<file path="src/rtl/spc700_pkg.sv">
// Shared constants and state encoding for the SPC700 RAM loader.
package spc700_pkg;

    localparam logic [7:0] OPC_WRITE = 8'h01;
    localparam logic [7:0] OPC_READ  = 8'h02;

    localparam int unsigned LEN_BITS     = 16;
    localparam int unsigned HDR_CNT_BITS = 2;

    typedef enum logic [2:0] {
        ST_IDLE  = 3'd0,
        ST_HDR   = 3'd1,
        ST_WDATA = 3'd2,
        ST_RREQ  = 3'd3,
        ST_RWAIT = 3'd4,
        ST_RSEND = 3'd5
    } state_t;

endpackage

</file>
<file path="src/rtl/spc700_ram_loader.sv">
// Host-side byte-stream loader: frames of opcode + 16-bit address + 16-bit length
// drive writes into, or reads back from, the SPC700 RAM control port.
module spc700_ram_loader
    import spc700_pkg::*;
#(
    parameter int unsigned ADDRESS_BITS = 16
) (
    input  logic                    clock,
    input  logic                    reset,
    input  logic [7:0]              in_cmd_data,
    input  logic                    in_cmd_valid,
    output logic                    out_cmd_ready,
    output logic [7:0]              out_rsp_data,
    output logic                    out_rsp_valid,
    input  logic                    in_rsp_ready,
    output logic [ADDRESS_BITS-1:0] out_ctrl_address,
    output logic [7:0]              out_ctrl_data,
    input  logic [7:0]              in_ctrl_data,
    output logic                    out_ctrl_we,
    output logic                    out_busy
);

    state_t                  r_state;
    logic [HDR_CNT_BITS-1:0] r_hdr_cnt;
    logic                    r_is_read;
    logic [7:0]              r_addr_hi;
    logic [7:0]              r_len_hi;
    logic [ADDRESS_BITS-1:0] r_addr;
    logic [LEN_BITS-1:0]     r_remain;
    logic [ADDRESS_BITS-1:0] r_ctrl_addr;
    logic [7:0]              r_ctrl_data;
    logic                    r_ctrl_we;
    logic [7:0]              r_rsp_data;
    logic                    r_rsp_valid;

    logic                    w_cmd_fire;
    logic [ADDRESS_BITS-1:0] w_addr_next;

    // Command stream is open only while the loader is taking header or write bytes.
    assign out_cmd_ready = (r_state == ST_IDLE) || (r_state == ST_HDR) || (r_state == ST_WDATA);
    assign out_busy      = (r_state != ST_IDLE);
    assign w_cmd_fire    = in_cmd_valid && out_cmd_ready;
    assign w_addr_next   = r_addr + ADDRESS_BITS'(1);

    assign out_ctrl_address = r_ctrl_addr;
    assign out_ctrl_data    = r_ctrl_data;
    assign out_ctrl_we      = r_ctrl_we;
    assign out_rsp_data     = r_rsp_data;
    assign out_rsp_valid    = r_rsp_valid;

    // Frame sequencer; r_remain holds (bytes left - 1), so 0 marks the last byte.
    always_ff @(posedge clock) begin
        if (reset) begin
            r_state     <= ST_IDLE;
            r_hdr_cnt   <= '0;
            r_is_read   <= 1'b0;
            r_addr_hi   <= '0;
            r_len_hi    <= '0;
            r_addr      <= '0;
            r_remain    <= '0;
            r_ctrl_addr <= '0;
            r_ctrl_data <= '0;
            r_ctrl_we   <= 1'b0;
            r_rsp_data  <= '0;
            r_rsp_valid <= 1'b0;
        end else begin
            r_ctrl_we <= 1'b0;
            case (r_state)
                ST_IDLE: begin
                    if (w_cmd_fire) begin
                        r_hdr_cnt <= '0;
                        if (in_cmd_data == OPC_WRITE) begin
                            r_is_read <= 1'b0;
                            r_state   <= ST_HDR;
                        end else if (in_cmd_data == OPC_READ) begin
                            r_is_read <= 1'b1;
                            r_state   <= ST_HDR;
                        end
                    end
                end
                ST_HDR: begin
                    if (w_cmd_fire) begin
                        r_hdr_cnt <= r_hdr_cnt + HDR_CNT_BITS'(1);
                        case (r_hdr_cnt)
                            2'd0: r_addr_hi <= in_cmd_data;
                            2'd1: r_addr    <= ADDRESS_BITS'({r_addr_hi, in_cmd_data});
                            2'd2: r_len_hi  <= in_cmd_data;
                            2'd3: begin
                                r_remain <= {r_len_hi, in_cmd_data};
                                if (r_is_read) begin
                                    r_ctrl_addr <= r_addr;
                                    r_state     <= ST_RREQ;
                                end else begin
                                    r_state <= ST_WDATA;
                                end
                            end
                            default: r_addr_hi <= r_addr_hi;
                        endcase
                    end
                end
                ST_WDATA: begin
                    if (w_cmd_fire) begin
                        r_ctrl_addr <= r_addr;
                        r_ctrl_data <= in_cmd_data;
                        r_ctrl_we   <= 1'b1;
                        r_addr      <= w_addr_next;
                        if (r_remain == '0) begin
                            r_state <= ST_IDLE;
                        end else begin
                            r_remain <= r_remain - LEN_BITS'(1);
                        end
                    end
                end
                ST_RREQ: begin
                    r_state <= ST_RWAIT;
                end
                ST_RWAIT: begin
                    r_rsp_data  <= in_ctrl_data;
                    r_rsp_valid <= 1'b1;
                    r_state     <= ST_RSEND;
                end
                ST_RSEND: begin
                    if (in_rsp_ready) begin
                        r_rsp_valid <= 1'b0;
                        if (r_remain == '0) begin
                            r_state <= ST_IDLE;
                        end else begin
                            r_remain    <= r_remain - LEN_BITS'(1);
                            r_addr      <= w_addr_next;
                            r_ctrl_addr <= w_addr_next;
                            r_state     <= ST_RREQ;
                        end
                    end
                end
                default: r_state <= ST_IDLE;
            endcase
        end
    end

endmodule

</file>
<file path="config.mk">
export PLATFORM = sky130hd
export DESIGN_NAME = spc700_ram_loader
export DESIGN_NICKNAME = d
export VERILOG_FILES = /design/src/rtl/spc700_pkg.sv /design/src/rtl/spc700_ram_loader.sv
export SDC_FILE = /design/constraint.sdc
export NUM_CORES = 1
export LEC_CHECK = 0
export CAP_MARGIN = 40
export CORE_MARGIN = 3
export CORE_UTILIZATION = 25
export CTS_CLUSTER_SIZE = 25
export DETAILED_ROUTE_END_ITERATION = 8
export GPL_TIMING_DRIVEN = 0
export MAX_ROUTING_LAYER = met4
export PLACE_DENSITY_LB_ADDON = 0.05
export SYNTH_ARGS = -nofsm -noshare
export SYNTH_HDL_FRONTEND = slang
export SYNTH_SLANG_ARGS = --single-unit
</file>
<file path="constraint.sdc">
create_clock -name clock -period 3.2 [get_ports clock]
set_clock_uncertainty 0.15 [all_clocks]
set_input_delay 0.32 -clock clock [delete_from_list [all_inputs] [get_ports clock]]
set_output_delay 0.32 -clock clock [all_outputs]
set_load 0.05 [all_outputs]
</file>
==> metrics <==
status finished, final reports clean; Clk pwr share 46.7%; crit-path cells buf_2 > clkbuf_1 > or3_1 > clkdlybuf4s50_1; post-route minimum period 2.70 ns; Post-Place Cell Area 0.00541 mm^2; Hold WC Path Type reg2reg; Post-Syn Instances 556; EDFF count, synth 0; FMAX 0.370 GHz; Reg power frac 48.7%; total track usage 16.6%; Worst R2R End r_remain[12]$_SDFFE_PP0P_; PwrDens 397 mW/mm^2; CTS buffer count 9; final hold viol count 0; Cell Int Power 1.73 mW; core area 0.0177 mm^2; Critical Path RT 2.73 ns; dpl hpwl 11500 um; sequential share of the synthesized area 38.3%; hold endpoint out_ctrl_data[0]$_SDFFE_PP0P_; initial antenna violation count 0; Setup crit end kind output port; CTS H-tree depth 3; Main synth FF type dfxtp_1; Max VDD drop 0.256 mV; vias per cell 5.08; IO buf count 53; deepest clock path buffer count 2; vias 4310; RSZ-0062 raised after global routing false; hold path startpoint out_ctrl_data[0]$_SDFFE_PP0P_; Post-Route WL 16000 um; Post-Synthesis Net Count 583; drt pass-1 iters 5; Crit path largest cell delay 0.79 ns; Post-DRT Antenna Nets 0; final std cells w/o fill 848; routed len/inst 18.9 um; setup slack, reg-to-reg 0.71 ns; area of the multi-input gates 0.00259 mm^2; Synth cell types 64; die width 142 um; Net Switching 530 uW; Worst EP arrival 2.23 ns; pins over their slew limit 0; leak pwr 1.95 nW; # resized after CTS 0; GRT overflow 0; YS warnings 0; Vert. Die Dim 142 um; sw frac 23.5%; setup TNS 0 ns; postcts setup bufs 0; Gate power share 4.6%; Mapped Area 0.00460 mm^2; # IOs 56; Final #Nets 647; FF+latch count, synth 88; CTS Hold Buffers Added 0; Rel. slew slack 46.8%; hold path depth 2; Skew-Pair Late Insertion Delay 0.35 ns; mean post-synth cell area 8.27 um^2; first-pass GRT wire length 24600 um; Reg area 0.00176 mm^2; die area 0.0201 mm^2; clk sinks 88; r2r worst-path depth 8; vias in the first global route 4205; DRC 0; Reg clk slew, reported paths 0.07 ns; worst slew pin tran 0.798 ns; layout cell share with drive strength beyond 1 8.03%; Critical R2R Launch r_state[2]$_SDFFE_PP0P_; Antenna Cells 0; initial drt markers 276; critical path class reg2out; setup violators final 0; period utilization 84.4%; fin area 0.00569 mm^2; pin count of the biggest net entering global routing 14; Async SR Flop Fraction 0%; CP Max Fanout 10; row cnt 48; routability congestion estimate 0.790; Layout area overhead 23.7%; CP max-delay cell clkdlybuf4s50_1; Startpoint Class register; Initial Utilization 26.0%; clock root buffer clkbuf_16; maxcap violations 0; CTS tree built; Inst Count DP 834; filler cell count 1930
-- critical path: cells and delay by family (launching register included) --
kind          cells  cell delay (ns)
buf+inv           3             1.37
flops             1             0.33
simple gates      1             0.18
-- cells in the mapped netlist (7+ instances only) --
cell type | instances | area (um^2)
xnor2_1 | 14 | 123
inv_1 | 9 | 33.8
ha_1 | 7 | 87.6
buf_2 | 10 | 50.1
a211oi_1 | 10 | 75.1
and3_1 | 14 | 87.6
mux2i_1 | 25 | 250
dfxtp_1 | 88 | 1760
nor3_1 | 13 | 65.1
o21ai_1 | 8 | 40.0
o21ai_0 | 29 | 145
clkbuf_1 | 21 | 78.8
nor2_1 | 65 | 244
nand3_1 | 20 | 100
a21o_1 | 9 | 67.6
a21oi_1 | 61 | 305
nand2_1 | 53 | 199
-- worst max path at each step --
| stage | from | end | cells after the start |
|---|---|---|---|
| final | r_state[2]$_SDFFE_PP0P_ | out_busy | 4 |
| after global routing | r_state[0]$_SDFFE_PP0P_ | out_busy | 4 |
| after CTS | r_state[0]$_SDFFE_PP0P_ | out_busy | 4 |
| after detailed placement | in_cmd_valid | r_remain[3]$_SDFFE_PP0P_ | 7 |
| after global placement | in_cmd_valid | r_remain[3]$_SDFFE_PP0P_ | 7 |
| after floorplan | r_remain[0]$_SDFFE_PP0P_ | r_addr[15]$_SDFFE_PP0P_ | 7 |
-- flip-flops by register name (all words and copies together) (netlist names), 3 cells and up --
signal	count
out_ctrl_data	8
r_addr	16
r_remain	16
out_ctrl_address	16
r_addr_hi	8
out_rsp_data	8
r_state	3
r_len_hi	8
-- cell families after synthesis --
kind of cell / synth area share [%]
and+or+nand+nor: 23.9
AOI/OAI and AO/OA: 22.0
DFF: 38.3
buffers and inverters: 5.42
muxes: 5.44
xor gates and xnor gates: 3.05
adders and majority gates: 1.91
-- placed cells by master, fill, tap and decap left out, types with 9 or more instances in the layout --
master | synthesis | final
a211oi_1 | 10 | 10
a21oi_1 | 61 | 61
and3_1 | 14 | 14
nand3_1 | 20 | 20
nor2_1 | 65 | 65
o21ai_0 | 29 | 29
xnor2_1 | 14 | 14
buf_2 | 10 | 10
a21o_1 | 9 | 9
clkbuf_1 | 21 | 22
nand2_1 | 53 | 53
nor3_1 | 13 | 13
mux2i_1 | 25 | 25
dfxtp_1 | 88 | 88
inv_1 | 9 | 9
clkdlybuf4s50_1 | 0 | 53
clkbuf_16 | 0 | 9
-- stage by stage --
step	power (mW)	util, %	hold slack [ns]	setup WS [ns]
6_report	2.26	32.2	0.304	0.498
5_1_grt	2.34	32.2	0.325	0.393
4_1_cts	2.30	32.2	0.307	0.494
3_5_place_dp	1.23	30.6	0.300	0.602
3_3_place_gp	1.23	30.6	0.294	0.626
2_1_floorplan	1.17	-	0.301	1.18
-- layout make-up --
type,instances,share of cell area (%)
Buffer,40,3.79
Clock buffer,10,4.03
Clock inverter,4,0.836
Inverter,9,0.594
Multi-Input combinational cell,419,45.5
Sequential cell,88,31.0
Tap cell,225,4.95
Timing Repair Buffer,53,9.33
-- power groups by stage --
stage	registers, mW	clock network (mW)	logic [mW]
after floorplan	1.13	0	0.0398
after global placement	1.12	0	0.105
after detailed placement	1.12	0	0.105
after CTS	1.10	1.10	0.106
after global routing	1.10	1.13	0.112
final	1.10	1.05	0.104
-- layer usage --
metal	vias up	wire length, um	GRT usage, %
met4	0	244	4.85
met3	17	580	2.93
li1	2123	-	-
met2	116	7560	26.6
met5	-	0	-
met1	2054	7650	21.4
Note: power is estimated with default switching activity, not from simulation.
